==> src/rtl/ps2_keyboard_rx_if.sv <==
// rtl/ps2_keyboard_rx_if.sv - PS/2 line inputs and decoded key/byte outputs bundle
interface ps2_keyboard_rx_if;
    logic       PS2Clk;
    logic       PS2Data;
    logic [7:0] KeyPress;
    logic       KeyRelease;
    logic       extended;
    logic       rx_valid;
    logic [7:0] rx_byte;
    logic       frame_err;

    modport master (
        input  PS2Clk, PS2Data,
        output KeyPress, KeyRelease, extended, rx_valid, rx_byte, frame_err
    );

    modport slave (
        output PS2Clk, PS2Data,
        input  KeyPress, KeyRelease, extended, rx_valid, rx_byte, frame_err
    );
endinterface

==> src/rtl/ps2_keyboard_rx.sv <==
// rtl/ps2_keyboard_rx.sv - PS/2 keyboard frame receiver with E0/F0 prefix decode
module ps2_keyboard_rx #(
    parameter int FILTER_LEN = 8,
    parameter int TIMEOUT    = 100000
) (
    input  logic              clk,
    input  logic              rst,
    ps2_keyboard_rx_if.master bus
);
    localparam int FW = $clog2(FILTER_LEN + 1);
    localparam int TW = $clog2(TIMEOUT + 1);

    typedef enum logic [1:0] {IDLE, DATA, PARITY, STOP} state_t;

    state_t         state, next_state;
    logic           clk_s1, clk_s2, dat_s1, dat_s2;
    logic [FW-1:0]  filt_cnt;
    logic           filt_clk, filt_clk_d;
    logic           fe;
    logic [TW-1:0]  tmo_cnt;
    logic           timeout;
    logic [2:0]     bit_cnt;
    logic [7:0]     shift;
    logic           parity_bit;
    logic           frame_good, frame_bad;
    logic           brk_flag, ext_flag;

    assign fe      = filt_clk_d & ~filt_clk;
    assign timeout = (state != IDLE) && (tmo_cnt == TW'(TIMEOUT));

    // Synchronisers and the glitch filter on the clock line
    always_ff @(posedge clk) begin
        if (rst) begin
            clk_s1     <= 1'b1;
            clk_s2     <= 1'b1;
            dat_s1     <= 1'b1;
            dat_s2     <= 1'b1;
            filt_cnt   <= '0;
            filt_clk   <= 1'b1;
            filt_clk_d <= 1'b1;
        end else begin
            clk_s1     <= bus.PS2Clk;
            clk_s2     <= clk_s1;
            dat_s1     <= bus.PS2Data;
            dat_s2     <= dat_s1;
            filt_clk_d <= filt_clk;
            if (clk_s2 == filt_clk) begin
                filt_cnt <= '0;
            end else if (filt_cnt == FW'(FILTER_LEN - 1)) begin
                filt_cnt <= '0;
                filt_clk <= clk_s2;
            end else begin
                filt_cnt <= filt_cnt + 1'b1;
            end
        end
    end

    always_comb begin
        next_state = state;
        frame_good = 1'b0;
        frame_bad  = 1'b0;
        if (fe) begin
            case (state)
                IDLE:    if (!dat_s2) next_state = DATA;
                DATA:    if (bit_cnt == 3'd7) next_state = PARITY;
                PARITY:  next_state = STOP;
                STOP: begin
                    next_state = IDLE;
                    if (dat_s2 && (^{shift, parity_bit})) frame_good = 1'b1;
                    else                                  frame_bad  = 1'b1;
                end
                default: next_state = IDLE;
            endcase
        end else if (timeout) begin
            next_state = IDLE;
            frame_bad  = 1'b1;
        end
    end

    always_ff @(posedge clk) begin
        if (rst) begin
            state      <= IDLE;
            tmo_cnt    <= '0;
            bit_cnt    <= '0;
            shift      <= '0;
            parity_bit <= 1'b0;
        end else begin
            state <= next_state;
            if (state == IDLE || fe || timeout) tmo_cnt <= '0;
            else                                tmo_cnt <= tmo_cnt + 1'b1;
            if (fe) begin
                case (state)
                    IDLE:    bit_cnt <= '0;
                    DATA: begin
                        shift   <= {dat_s2, shift[7:1]};
                        bit_cnt <= bit_cnt + 1'b1;
                    end
                    PARITY:  parity_bit <= dat_s2;
                    default: ;
                endcase
            end
        end
    end

    // Prefix decode; key outputs land in the same cycle as rx_valid
    always_ff @(posedge clk) begin
        if (rst) begin
            bus.KeyPress   <= 8'h00;
            bus.KeyRelease <= 1'b0;
            bus.extended   <= 1'b0;
            bus.rx_valid   <= 1'b0;
            bus.rx_byte    <= 8'h00;
            bus.frame_err  <= 1'b0;
            brk_flag       <= 1'b0;
            ext_flag       <= 1'b0;
        end else begin
            bus.rx_valid   <= frame_good;
            bus.frame_err  <= frame_bad;
            bus.KeyRelease <= 1'b0;
            if (frame_good) begin
                bus.rx_byte <= shift;
                if (shift == 8'hE0) begin
                    ext_flag <= 1'b1;
                end else if (shift == 8'hF0) begin
                    brk_flag <= 1'b1;
                end else begin
                    bus.KeyPress   <= shift;
                    bus.extended   <= ext_flag;
                    bus.KeyRelease <= brk_flag;
                    brk_flag       <= 1'b0;
                    ext_flag       <= 1'b0;
                end
            end else if (frame_bad) begin
                brk_flag <= 1'b0;
                ext_flag <= 1'b0;
            end
        end
    end
endmodule

==> src/flat_wrapper.sv <==
// flat-port wrapper written by rule: the top's interface ports become plain ports
module ps2_keyboard_rx_flat 
#(
    parameter int FILTER_LEN = 8,
    parameter int TIMEOUT    = 100000
)
  (clk, rst, bus_PS2Clk, bus_PS2Data, bus_KeyPress, bus_KeyRelease, bus_extended, bus_rx_valid, bus_rx_byte, bus_frame_err);
  ps2_keyboard_rx_if bus_i ();
  input  logic clk;
  input  logic rst;
  input wire logic [$bits(bus_i.PS2Clk)-1:0] bus_PS2Clk;
  input wire logic [$bits(bus_i.PS2Data)-1:0] bus_PS2Data;
  output wire logic [$bits(bus_i.KeyPress)-1:0] bus_KeyPress;
  output wire logic [$bits(bus_i.KeyRelease)-1:0] bus_KeyRelease;
  output wire logic [$bits(bus_i.extended)-1:0] bus_extended;
  output wire logic [$bits(bus_i.rx_valid)-1:0] bus_rx_valid;
  output wire logic [$bits(bus_i.rx_byte)-1:0] bus_rx_byte;
  output wire logic [$bits(bus_i.frame_err)-1:0] bus_frame_err;
  assign bus_i.PS2Clk = bus_PS2Clk;
  assign bus_i.PS2Data = bus_PS2Data;
  assign bus_KeyPress = bus_i.KeyPress;
  assign bus_KeyRelease = bus_i.KeyRelease;
  assign bus_extended = bus_i.extended;
  assign bus_rx_valid = bus_i.rx_valid;
  assign bus_rx_byte = bus_i.rx_byte;
  assign bus_frame_err = bus_i.frame_err;
  ps2_keyboard_rx #(.FILTER_LEN(FILTER_LEN), .TIMEOUT(TIMEOUT)) u_core (.clk(clk), .rst(rst), .bus(bus_i));
endmodule
==> config.mk <==
export PLATFORM = sky130hd
export DESIGN_NAME = ps2_keyboard_rx_flat
export DESIGN_NICKNAME = d
export VERILOG_FILES = /design/src/rtl/ps2_keyboard_rx_if.sv /design/src/rtl/ps2_keyboard_rx.sv /design/src/flat_wrapper.sv
export SDC_FILE = /design/constraint.sdc
export NUM_CORES = 1
export LEC_CHECK = 0
export CAP_MARGIN = 30
export CORE_AREA = 2 2 81 83
export CTS_CLUSTER_DIAMETER = 30
export DETAILED_ROUTE_END_ITERATION = 12
export DIE_AREA = 0 0 83 85
export HOLD_SLACK_MARGIN = 0.06
export PLACE_DENSITY = 0.7
export SYNTH_ARGS = -nofsm -noshare
export SYNTH_HDL_FRONTEND = slang
export SYNTH_SLANG_ARGS = --single-unit
==> constraint.sdc <==
create_clock -name clk -period 2 [get_ports clk]
set_input_delay 0.3 -clock clk [delete_from_list [all_inputs] [get_ports clk]]
set_output_delay 0.3 -clock clk [all_outputs]
set_load 0.05 [all_outputs]
==> results.md <==
* Rel. slew slack at 66.5%
* Max-cap violation count at 0
* Top FF cell, synth: dfxtp_1
* Final Max Slew Viols at 0
* Logic pwr share at 1.2%
* Setup repair bufs after CTS at 0
* #FFs+latches synth at 63
* Maximum number of pins on one net before global-route repair at 23
* ANT nets after route at 0
* Vias per Instance at 4.93
* Layout area overhead at 23.3%
* Die ar. at 7060 um^2
* Peak VDD IR at 0.478 mV
* Mapped cell area at 2700 um^2
* Die H at 85 um
* Final net count at 340
* Critical path class: flip-flop to flip-flop
* Distinct cells, synth at 45
* Worst hold path class: flip-flop to flip-flop
* Initial Util at 43.6%
* Crit Path Max Fanout at 12
* Commonest cells after routing, fill and taps aside: 62 x dfxtp_1, 48 x nor2_1, 25 x nand2_1
* Sw Pwr at 0.522 mW
* H-tree Lvls at 3
* Clock Skew at 0.00807 ns
* Clk root buf: clkbuf_8
* Antenna violations before repair at 0
* Final hold violations at 0
* Clock power share at 48.2%
* Final setup TNS at 0 ns
* Wire per inst at 12.1 um
* Top Ports at 24
* Sw frac at 20.9%
* Post-CTS Hold Fix Bufs at 0
* Vias at 2010
* Peak Freq at 536 MHz
* Seq pwr share at 50.5%
* Post-synth EDFFs at 0
* HPWL Detailed at 3.51 mm
* RSZ-0062 raised after global routing: no
* Outcome: complete, no violations
* Slew @ Worst Pin at 0.501 ns
* Synth warn at 0
* Min cycle time layout at 1.87 ns
* Syn nets at 301
* Mapped Avg Cell Area at 9.42 um^2
* Share of cells above drive strength 1 at 13.6%
* Worst Setup End Kind: flip-flop
* Register area share after synthesis at 46.6%
* Vias in the first global route at 1871
* First-pass GRT wire length at 8.47 mm
* Final wirelength at 4.93 mm
* All-Layer GR Usage at 15.0%
* Congestion Overflow GR at 0
* Die W at 83 um
* Worst Setup Start Kind: flip-flop
* Post-synthesis cell count at 287
* Internal Power at 1.97 mW
* TritonCTS clock tree: done
* Deepest clock path buffer count at 2
* DRC viols at 0
* Leakage power at 1.30 nW
* Row Count at 29
* Setup-failing EPs final at 0
* Final period utilization at 93.3%
* Most common cell after layout, fill and taps aside: dfxtp_1
* WP data required at 2.24 ns
* Final std cells w/o fill at 408
* Critical Path AT at 2.10 ns
* Clk sinks at 63
* Antenna cells at 0
* Cells after DPL at 392
* Async set or reset register ratio after synthesis at 0%
* I/O Buffers at 23
* Top cells by area, synth: dfxtp_1 47%, nor2_1 6.7%, mux2i_1 4.8%
* TritonCTS Buffers at 9
* DRT iter0 DRCs at 99
* Clock transition at path regs at 0.07 ns
* Pwr Density at 748 nW/um^2
* Worst skew pair latency at 0.34 ns
* Yosys top cell area share at 46.6%
* Synth area leader: dfxtp_1
* Fill cells at 548
* Pre-Repair DR Iteration Count at 4
* Gpl congestion at 0.775
* Core area at 6200 um^2
## power by group through the flow
stage / clock (mW) / combinational [mW] / sequential [mW]
4_1_cts: 1.23 / 0.0311 / 1.26
6_report: 1.20 / 0.0304 / 1.26
3_5_place_dp: 0 / 0.0311 / 1.29
3_3_place_gp: 0 / 0.0310 / 1.29
5_1_grt: 1.29 / 0.0338 / 1.26
2_1_floorplan: 0 / 0.0200 / 1.29
## per-layer routing
metal | routed length [um] | GRT usage (%) | up-vias
met2 | 2200 | 23.1 | 18
met1 | 2510 | 19.6 | 940
met5 | 0 | 0 | -
met4 | 91 | 6.71 | 0
li1 | - | - | 1043
met3 | 137 | 4.38 | 9
## Yosys cell counts (all sizes together), types with 2 or more instances
master	instances
nor3b	2
or3	2
nor2	48
a211oi	2
nand2	25
and3	2
xor2	11
and4	2
inv	15
ha	10
a21oi	16
nand4	5
xnor3	2
clkbuf	6
xnor2	11
o21ai	5
or2	5
mux2i	14
nand4b	2
nor2b	2
a22oi	2
buf	4
o211ai	2
and2	2
nand3	8
a2bb2oi	4
dfxtp	63
nor3	3
## through the flow
stage / setup slack, ns / power, mW / cell area (um^2) / hold WS, ns / util, %
floorplan: 0.121 / 1.31 / 2700 / 0.389 / -
global placement: 0.126 / 1.32 / 3100 / 0.413 / 49.9
detailed placement: 0.130 / 1.32 / 3100 / 0.413 / 49.9
CTS: 0.0964 / 2.53 / 3320 / 0.421 / 53.5
global route: 0.000576 / 2.58 / 3330 / 0.430 / 53.7
finish: 0.133 / 2.50 / 3330 / 0.417 / 53.7
## worst max-delay path, cell delays in order, from the launching register on
cell and delay, ns:
dfxtp_1 0.35, xor2_1 0.16, xnor3_2 0.52, mux2i_4 0.30
buf_12 0.18, mux2i_1 0.19, nor2_1 0.05
## cell type report
class,instances,area [um^2],area share (%)
sequential,63,1260,37.9
timing repair buffer,39,375,11.3
clock inverter,7,97.6,2.93
inverter,15,56.3,1.69
tap,77,96.3,2.89
clock buffer,9,124,3.71
multi-input combinational,198,1320,39.7
## registers in the layout, summed over array words and instances (netlist names)
name                   count
u_core.tmo_cnt            17
u_core.bus.KeyPress        8
u_core.bus.rx_byte         8
u_core.shift               8
u_core.filt_cnt            4
u_core.bit_cnt             3
u_core.state               2
u_core.brk_flag            1
u_core.bus.KeyRelease      1
u_core.bus.extended        1
u_core.bus.frame_err       1
u_core.bus.rx_valid        1
u_core.clk_s1              1
u_core.clk_s2              1
u_core.dat_s1              1
u_core.dat_s2              1
u_core.ext_flag            1
u_core.filt_clk            1
u_core.filt_clk_d          1
u_core.parity_bit          1
## cells by family after synthesis
logic type | share of synthesized area, %
compound gates | 8.24
xor+xnor | 9.76
fa+ha+maj | 4.63
buf+inv | 5.00
flops | 46.6
mux | 5.65
simple gates | 20.1
## final timing paths
kind	from	to	slack [ns]	cells past startpoint
max	u_core.shift[2]$_SDFFE_PP0P_	u_core.bus.rx_byte[0]$_SDFFE_PP0P_	0.13	6
max reg2reg	u_core.shift[2]$_SDFFE_PP0P_	u_core.bus.rx_byte[0]$_SDFFE_PP0P_	0.13	6
min reg2reg	u_core.clk_s1$_SDFF_PP1_	u_core.clk_s2$_SDFF_PP1_	0.42	1
min	u_core.clk_s1$_SDFF_PP1_	u_core.clk_s2$_SDFF_PP1_	0.42	1
## timing repair
item,CTS,global route
endpoints found under the hold margin,0,0
setup endpoints to repair,0,21
resized for setup,0,4
Note: power is estimated with default switching activity, not from simulation.
